**src/rtl/ln_series_pkg.sv**
```systemverilog
// ----------------------------------------------------------------------------
// ln_series_pkg
// Shared constants for the resource-shared ln(1+x) series core: fp32 constants,
// arithmetic unit latencies, the Taylor coefficient table and the FSM states.
// ----------------------------------------------------------------------------
package ln_series_pkg;

   localparam logic [31:0] FP_ONE  = 32'h3f800000;
   localparam logic [31:0] FP_QNAN = 32'h7fc00000;

   // Cycles from operand presentation to the capture edge, inclusive.
   localparam int MUL_LAT = 5;
   localparam int ADD_LAT = 7;

   // c[k] = (-1)^(k+1) / k in fp32, k = 1..9
   localparam logic [31:0] COEF_TABLE [1:9] = '{
      32'h3f800000, 32'hbf000000, 32'h3eaaaaab,
      32'hbe800000, 32'h3e4ccccd, 32'hbe2aaaab,
      32'h3e124925, 32'hbe000000, 32'h3de38e39
   };

   typedef enum logic [2:0] {
      S_IDLE     = 3'd0,
      S_MUL      = 3'd1,
      S_ADD      = 3'd2,
      S_FINAL    = 3'd3,
      S_DONE_ERR = 3'd4
   } state_t;

endpackage

```
**src/rtl/add7.sv**
```systemverilog
// ----------------------------------------------------------------------------
// add7
// Free-running fp32 adder, no reset. Operands held for one cycle appear on
// o_s six edges later, so the owner captures on the seventh edge.
// Denormal inputs flush to zero; overflow saturates to infinity; RNE rounding.
//   clk : clock
//   i_a : fp32 operand
//   i_b : fp32 operand
//   o_s : fp32 sum
// ----------------------------------------------------------------------------
module add7
   import ln_series_pkg::*;
(
   input  logic        clk,
   input  logic [31:0] i_a,
   input  logic [31:0] i_b,
   output logic [31:0] o_s
);

   localparam int STAGES = ADD_LAT - 1;

   logic        w_swap, w_guard, w_sticky, w_rnd;
   logic [31:0] w_big, w_sml, w_res;
   logic [7:0]  w_d;
   logic [27:0] w_mb, w_ms, w_al, w_sum;
   logic [26:0] w_norm;
   logic [4:0]  w_lead, w_sh;
   logic [24:0] w_mant;
   logic [9:0]  w_exp;
   logic [31:0] r_pipe [STAGES];

   always_comb begin
      // Order by magnitude so the subtraction below never goes negative.
      w_swap = i_b[30:0] > i_a[30:0];
      w_big  = w_swap ? i_b : i_a;
      w_sml  = w_swap ? i_a : i_b;
      // Hidden one at bit 26, three guard bits below, carry room at bit 27.
      w_mb   = (w_big[30:23] == 8'd0) ? 28'd0 : {2'b01, w_big[22:0], 3'b000};
      w_ms   = (w_sml[30:23] == 8'd0) ? 28'd0 : {2'b01, w_sml[22:0], 3'b000};
      w_d    = w_big[30:23] - w_sml[30:23];
      w_al   = (w_d > 8'd27) ? 28'd0 : (w_ms >> w_d);
      w_sum  = (w_big[31] == w_sml[31]) ? (w_mb + w_al) : (w_mb - w_al);

      w_lead = 5'd0;
      for (int i = 0; i < 28; i++) begin
         if (w_sum[i]) w_lead = 5'(i);
      end

      w_sh = 5'd0;
      if (w_lead == 5'd27) begin
         w_norm   = w_sum[27:1];
         w_exp    = {2'b00, w_big[30:23]} + 10'd1;
         w_sticky = (|w_norm[1:0]) | w_sum[0];
      end else begin
         w_sh     = 5'd26 - w_lead;
         w_norm   = w_sum[26:0] << w_sh;
         w_exp    = {2'b00, w_big[30:23]} - {5'd0, w_sh};
         w_sticky = |w_norm[1:0];
      end

      w_guard = w_norm[2];
      w_rnd   = w_guard & (w_sticky | w_norm[3]);
      w_mant  = {1'b0, w_norm[26:3]} + {24'd0, w_rnd};
      w_exp   = w_exp + {9'd0, w_mant[24]};

      w_res = 32'd0;
      if ((w_sum != 28'd0) && ($signed(w_exp) > 10'sd0)) begin
         if ($signed(w_exp) >= 10'sd255) w_res = {w_big[31], 8'hff, 23'd0};
         else w_res = {w_big[31], w_exp[7:0], (w_mant[24] ? w_mant[23:1] : w_mant[22:0])};
      end
   end

   always_ff @(posedge clk) begin
      r_pipe[0] <= w_res;
      for (int i = 1; i < STAGES; i++) r_pipe[i] <= r_pipe[i-1];
   end

   assign o_s = r_pipe[STAGES-1];

endmodule

```
**src/rtl/ln_coef_rom.sv**
```systemverilog
// ----------------------------------------------------------------------------
// ln_coef_rom
// Combinational lookup of the series coefficient c[k].
//   i_k : term index, 1..9 are valid
//   o_c : fp32 coefficient, zero for any other index
// ----------------------------------------------------------------------------
module ln_coef_rom
   import ln_series_pkg::*;
(
   input  logic [3:0]  i_k,
   output logic [31:0] o_c
);

   always_comb begin
      o_c = '0;
      for (int i = 1; i <= 9; i++) begin
         if (i_k == 4'(i)) o_c = COEF_TABLE[i];
      end
   end

endmodule

```
**src/rtl/mult5.sv**
```systemverilog
// ----------------------------------------------------------------------------
// mult5
// Free-running fp32 multiplier, no reset. Operands held for one cycle appear
// on o_p four edges later, so the owner captures on the fifth edge.
// Denormal inputs flush to zero; overflow saturates to infinity; RNE rounding.
//   clk : clock
//   i_a : fp32 operand
//   i_b : fp32 operand
//   o_p : fp32 product
// ----------------------------------------------------------------------------
module mult5
   import ln_series_pkg::*;
(
   input  logic        clk,
   input  logic [31:0] i_a,
   input  logic [31:0] i_b,
   output logic [31:0] o_p
);

   localparam int STAGES = MUL_LAT - 1;

   logic [47:0] w_ma, w_mb, w_p;
   logic        w_norm, w_guard, w_sticky, w_lsb, w_rnd, w_sign;
   logic [24:0] w_mant;
   logic [9:0]  w_exp;
   logic [31:0] w_res;
   logic [31:0] r_pipe [STAGES];

   always_comb begin
      w_ma     = {24'd0, 1'b1, i_a[22:0]};
      w_mb     = {24'd0, 1'b1, i_b[22:0]};
      w_p      = w_ma * w_mb;
      w_norm   = w_p[47];
      w_guard  = w_norm ? w_p[23] : w_p[22];
      w_sticky = w_norm ? (|w_p[22:0]) : (|w_p[21:0]);
      w_lsb    = w_norm ? w_p[24] : w_p[23];
      w_rnd    = w_guard & (w_sticky | w_lsb);
      w_mant   = {1'b0, (w_norm ? w_p[47:24] : w_p[46:23])} + {24'd0, w_rnd};
      w_exp    = {2'b00, i_a[30:23]} + {2'b00, i_b[30:23]} - 10'd127
               + {9'd0, w_norm} + {9'd0, w_mant[24]};
      w_sign   = i_a[31] ^ i_b[31];
      w_res    = {w_sign, 31'd0};
      if ((i_a[30:23] != 8'd0) && (i_b[30:23] != 8'd0) && ($signed(w_exp) > 10'sd0)) begin
         if ($signed(w_exp) >= 10'sd255) w_res = {w_sign, 8'hff, 23'd0};
         else w_res = {w_sign, w_exp[7:0], (w_mant[24] ? w_mant[23:1] : w_mant[22:0])};
      end
   end

   always_ff @(posedge clk) begin
      r_pipe[0] <= w_res;
      for (int i = 1; i < STAGES; i++) r_pipe[i] <= r_pipe[i-1];
   end

   assign o_p = r_pipe[STAGES-1];

endmodule

```
**src/rtl/ln_series_core.sv**
```systemverilog
// ----------------------------------------------------------------------------
// ln_series_core
// ln(1+x) by an N_TERMS Taylor series evaluated with Horner's rule on one
// shared multiplier and one shared adder.
//   clk   : clock, rising edge
//   rst_n : asynchronous active-low reset
//   x     : fp32 operand, sampled when start is accepted
//   start : request, accepted only while busy is low
//   busy  : high from the cycle after acceptance until the done cycle
//   ln    : fp32 result, held until the next done
//   done  : one-cycle pulse when ln/error update
//   error : |x| > 1.0 for the completed request, held with ln
// Handshake: start is taken on any rising edge where busy=0 and start=1;
// starts seen while busy=1 are dropped. done rises with busy already low, so
// a start in the done cycle is accepted without a bubble.
// ----------------------------------------------------------------------------
module ln_series_core
   import ln_series_pkg::*;
#(
   parameter int N_TERMS = 5
) (
   input  logic        clk,
   input  logic        rst_n,
   input  logic [31:0] x,
   input  logic        start,
   output logic        busy,
   output logic [31:0] ln,
   output logic        done,
   output logic        error
);

   generate
      if ((N_TERMS < 2) || (N_TERMS > 9)) begin : g_bad_terms
         $error("ln_series_core: N_TERMS must be in 2..9");
      end
   endgenerate

   localparam logic [3:0] K_TOP    = 4'(N_TERMS);
   localparam logic [3:0] K_FIRST  = 4'(N_TERMS - 1);
   localparam logic [2:0] MUL_LAST = 3'(MUL_LAT - 1);
   localparam logic [2:0] ADD_LAST = 3'(ADD_LAT - 1);

   state_t      r_state, w_next;
   logic [2:0]  r_cnt;
   logic [3:0]  r_k;
   logic [31:0] r_x_q, r_acc, r_prod, r_ln;
   logic        r_done, r_error;

   logic        w_busy, w_accept, w_x_err, w_mul_cap, w_add_cap;
   logic [3:0]  w_rom_k;
   logic [31:0] w_coef, w_mul_p, w_add_s;

   // The ROM serves c[N] at acceptance and c[k] while adding.
   ln_coef_rom u_rom (.i_k(w_rom_k), .o_c(w_coef));
   mult5       u_mul (.clk(clk), .i_a(r_x_q), .i_b(r_acc),  .o_p(w_mul_p));
   add7        u_add (.clk(clk), .i_a(w_coef), .i_b(r_prod), .o_s(w_add_s));

   // State register
   always_ff @(posedge clk or negedge rst_n) begin
      if (!rst_n) r_state <= S_IDLE;
      else        r_state <= w_next;
   end

   // Next-state logic
   always_comb begin
      w_next = r_state;
      case (r_state)
         S_IDLE:     if (start) w_next = w_x_err ? S_DONE_ERR : S_MUL;
         S_MUL:      if (w_mul_cap) w_next = (r_k != 4'd0) ? S_ADD : S_FINAL;
         S_ADD:      if (w_add_cap) w_next = S_MUL;
         S_FINAL:    w_next = S_IDLE;
         S_DONE_ERR: w_next = S_IDLE;
         default:    w_next = S_IDLE;
      endcase
   end

   // Output / control decode
   always_comb begin
      w_busy    = (r_state != S_IDLE);
      w_accept  = (r_state == S_IDLE) && start;
      w_x_err   = {1'b0, x[30:0]} > FP_ONE;
      w_mul_cap = (r_state == S_MUL) && (r_cnt == MUL_LAST);
      w_add_cap = (r_state == S_ADD) && (r_cnt == ADD_LAST);
      w_rom_k   = (r_state == S_IDLE) ? K_TOP : r_k;
   end

   // Datapath and result registers
   always_ff @(posedge clk or negedge rst_n) begin
      if (!rst_n) begin
         r_cnt   <= '0;
         r_k     <= '0;
         r_x_q   <= '0;
         r_acc   <= '0;
         r_prod  <= '0;
         r_ln    <= '0;
         r_done  <= 1'b0;
         r_error <= 1'b0;
      end else begin
         r_done <= 1'b0;
         // Cycle counter restarts on every phase change.
         if (((r_state == S_MUL) || (r_state == S_ADD)) && !w_mul_cap && !w_add_cap)
            r_cnt <= r_cnt + 3'd1;
         else
            r_cnt <= '0;

         if (w_accept) begin
            r_x_q <= x;
            r_acc <= w_coef;
            r_k   <= K_FIRST;
         end
         if (w_mul_cap) r_prod <= w_mul_p;
         if (w_add_cap) begin
            r_acc <= w_add_s;
            r_k   <= r_k - 4'd1;
         end

         if (r_state == S_FINAL) begin
            r_ln    <= r_prod;
            r_error <= 1'b0;
            r_done  <= 1'b1;
         end else if (r_state == S_DONE_ERR) begin
            r_ln    <= FP_QNAN;
            r_error <= 1'b1;
            r_done  <= 1'b1;
         end
      end
   end

   assign busy  = w_busy;
   assign ln    = r_ln;
   assign done  = r_done;
   assign error = r_error;

endmodule

```
**config.mk**
```make
export PLATFORM = sky130hd
export DESIGN_NAME = ln_series_core
export DESIGN_NICKNAME = d
export VERILOG_FILES = /design/src/rtl/ln_series_pkg.sv /design/src/rtl/add7.sv /design/src/rtl/ln_coef_rom.sv /design/src/rtl/mult5.sv /design/src/rtl/ln_series_core.sv
export SDC_FILE = /design/constraint.sdc
export NUM_CORES = 2
export LEC_CHECK = 0
export CORE_ASPECT_RATIO = 0.75
export CORE_MARGIN = 10
export CORE_UTILIZATION = 39
export DETAILED_ROUTE_END_ITERATION = 10
export PLACE_DENSITY = 0.64
export SLEW_MARGIN = 10
export SYNTH_ARGS = -nofsm -noshare
export SYNTH_HDL_FRONTEND = slang
export SYNTH_SLANG_ARGS = --single-unit
export TNS_END_PERCENT = 20
```
**constraint.sdc**
```tcl
create_clock -name clk -period 17.9 [get_ports clk]
set_input_delay 2.685 -clock clk [delete_from_list [all_inputs] [get_ports clk]]
set_output_delay 2.685 -clock clk [all_outputs]
set_load 0.02 [all_outputs]
```
==> metrics.md <==
| Metric | Value |
|---|---|
| Core area | around 0.11 mm^2 |
| IO Port Bufs | 69 |
| Post-Syn Area | 0.0415 mm^2 |
| Yosys cell types | about 110 |
| Final nets | 5,277 |
| Sequential fraction of the synthesis area | between 20% and 30% |
| Syn_area_per_cell | around 9.3 um^2 |
| Crit. End Element | flop |
| Hold-critical path endpoint | u_add.r_pipe[4][13] |
| Slew HR | 18.6% |
| Crit path largest cell delay | approximately 0.76 ns |
| HPWL Detailed | a little under 100 mm |
| Drt drc | 0 |
| Worst Path Buf+Inv | 6 |
| Peak Freq | 59.2 MHz |
| Root Driver | clkbuf_16 |
| Worst Path Max Fanout | 36 |
| WL/cell | 21.0 um |
| Arr. time, crit path | between 15 and 20 ns |
| Syn Nets | 5,246 |
| Cell Area, Placed | 0.0440 mm^2 |
| CTS tree | built |
| Worst setup margin | between 1 and 1.5 ns |
| Cells after Synth | ~4,500 |
| Most frequent cells in the layout | inv_1 (616), nand2_1 (561), fa_1 (486) |
| Worst-margin pin slew | between 1 and 1.5 ns |
| Delay-heaviest family, CP | simple AND/OR/NAND/NOR gates |
| Crit Reg-Reg Endpoint | u_add.r_pipe[0][8] |
| Final wirelength | ~130 mm |
| Ys Warns | 0 |
| Hold depth | 0 |
| Layout cell share with drive strength beyond 1 | 9.11% |
| R2r setup slk | between 1 and 1.5 ns |
| WP depth | 62 |
| Hold Startpoint | u_add.r_pipe[3][13] |
| Initial Util | 39.3% |
| Clk sink count | 460 |
| Iteration count of the initial detailed-routing pass | 8 |
| Die Ht | around 300 um |
| #FFs+latches synth | 460 |
| Global-route wire length before repair | between 150 and 200 mm |
| EDFF count, synth | 0 |
| Final setup vio count | 0 |
| Initial antenna violation count | 4 |
| Gr usage total | approximately a fifth |
| Largest net degree at the start of global routing | just under 80 |
| Hold Fails Final Rpt | 0 |
| Clk_lat worst skew | about 0.6 ns |
| Final Cell Area | roughly 0.046 mm^2 |
| Vias in the first global route | around 31,000 |
| Unrepaired setup endpoints after global routing | true |
| Max Transition Viols Final | 0 |
| MaxCap Viol Count | 0 |
| R2R cell count | 62 |
| Most used cell, CP | ha_1 |
| Launch point of the worst reg-to-reg path | r_k[2] |
| Routed vias/inst | between 5 and 6 |
| Inserted Clock Buffers | 42 |
| # rows | just over 100 |
| Clk buf depth | 3 |
| Worst-path clk slew | roughly 0.070 ns |
| Status | finished clean |
| Die width | 396 um |
| I/O pin cnt | 70 |
| Crit Path Class | reg -> reg |
| Worst Hold Class | reg -> reg |
| Worst path slowest cell | dfrtp_1 |
| Final Critical Period | approximately 17 ns |
| Routed vias | 32,317 |
| Fin crit share | a little over nine tenths |
| Pre-CTS WS | roughly 0.54 ns |
| Req. time, crit path | between 15 and 20 ns |
| Final Skew | between 0.05 and 0.06 ns |
| Area growth, synth to finish | 10.0% |
| Final hold slack | a little under 0.3 ns |
| Post-cts hold buffer count | 0 |
| Ys flop type | dfxtp_1 |
| RD Place Congestion | 0.992 |
| DR iter-0 viols | 3,204 |
| Grt ovf | 0 |
| Die outline area | roughly 0.12 mm^2 |
| H-tree depth | 2 |
| Commonest non-fill, non-tap cell in the layout | inv_1 |
| Startpoint type of the worst setup path | flop |
| Synth async-reset ratio | between 30% and 40% |
| Detail Route Antenna Nets | 0 |
## registers in the layout, summed over array words and instances (netlist names)
name          flops
r_prod           32
r_k               4
ln               32
u_add.r_pipe    192
r_cnt             3
error             1
r_acc            32
r_state           3
r_x_q            32
u_mul.r_pipe    128
done              1
## metrics by stage
| stage | cells | TNS, ns | util, % |
|---|---|---|---|
| 2_1_floorplan | 4466 | 0 | - |
| 3_3_place_gp | 5867 | 0 | 41.8 |
| 3_5_place_dp | 5867 | 0 | 41.8 |
| 4_1_cts | 5945 | 0 | 43.2 |
| 5_1_grt | 5948 | -0.0955 | 43.3 |
| 6_report | 5951 | 0 | 43.3 |
## how the worst max path moves through the flow
stage / to / startpoint
6_report: u_add.r_pipe[0][8] / r_k[2]
5_1_grt: u_add.r_pipe[0][8] / r_state[0]
4_1_cts: u_add.r_pipe[0][8] / r_state[1]
3_5_place_dp: u_add.r_pipe[0][8] / r_state[1]
3_3_place_gp: u_mul.r_pipe[0][13] / r_acc[8]
2_1_floorplan: u_add.r_pipe[0][8] / r_state[1]
## Yosys cell counts (all sizes together) (35+ instances only)
library cell | n | share of area, %
a21oi | 214 | 2.6
nor3 | 56 | 0.73
ha | 259 | 7.8
o21ai | 113 | 1.4
inv | 620 | 5.6
dfxtp | 320 | 15
a21o | 42 | 0.76
a22o | 38 | 0.80
dfrtp | 140 | 8.5
fa | 486 | 23
nand2 | 564 | 5.1
a211oi | 44 | 0.85
nand3 | 82 | 1.0
nor2 | 198 | 1.8
mux2i | 75 | 1.8
xnor2 | 96 | 2.0
clkbuf | 170 | 1.5
mux2 | 92 | 2.5
and2 | 244 | 3.7
xor2 | 57 | 1.2
buf | 35 | 0.53
## routing by layer
layer	vias to the layer above	part of all wire (%)	track usage (%)
met5	-	0.010	0
met4	2	1.5	2.98
met3	123	13	8.07
met2	1547	37	26.4
met1	15848	48	32.2
li1	14797	-	-
## final cells by class
type / instances / area, um^2
Fill cell: 10221 / 59800
Multi-Input combinational cell: 3178 / 28500
Sequential cell: 460 / 9910
Inverter: 623 / 2340
Tap cell: 1417 / 1770
Timing Repair Buffer: 192 / 1630
Clock buffer: 59 / 1270
Clock inverter: 19 / 219
Antenna cell: 3 / 7.51
## worst register-to-register path: cells and delay by family (launching register included)
family / cells / cell delay (ns)
compound gates: 21 / 4.26
xor+xnor: 4 / 0.84
fa+ha+maj: 6 / 1.83
buf+inv: 6 / 1.43
flops: 1 / 0.76
mux: 3 / 1.21
simple gates: 22 / 6.46
## what timing repair did
item / in CTS / in global routing
gates resized for setup: 0 / 15
setup endpoints to repair: 0 / 54
setup buffers: 0 / 3
## kinds of logic (layout without fill, tap and decap cells)
kind of cell	count (synthesis)	after routing	share of synthesized area (%)
compound gates	733	733	12.2
flops	460	460	23.9
mux	192	192	5.72
simple gates	1355	1355	15.9
buf+inv	828	893	7.71
xor+xnor	153	153	3.25
fa+ha+maj	745	745	31.3
other cells	0	3	0
Power is left out: the tool's default activity adds up to more than one toggle a clock period on the data nets, which glitch-free logic cannot reach.
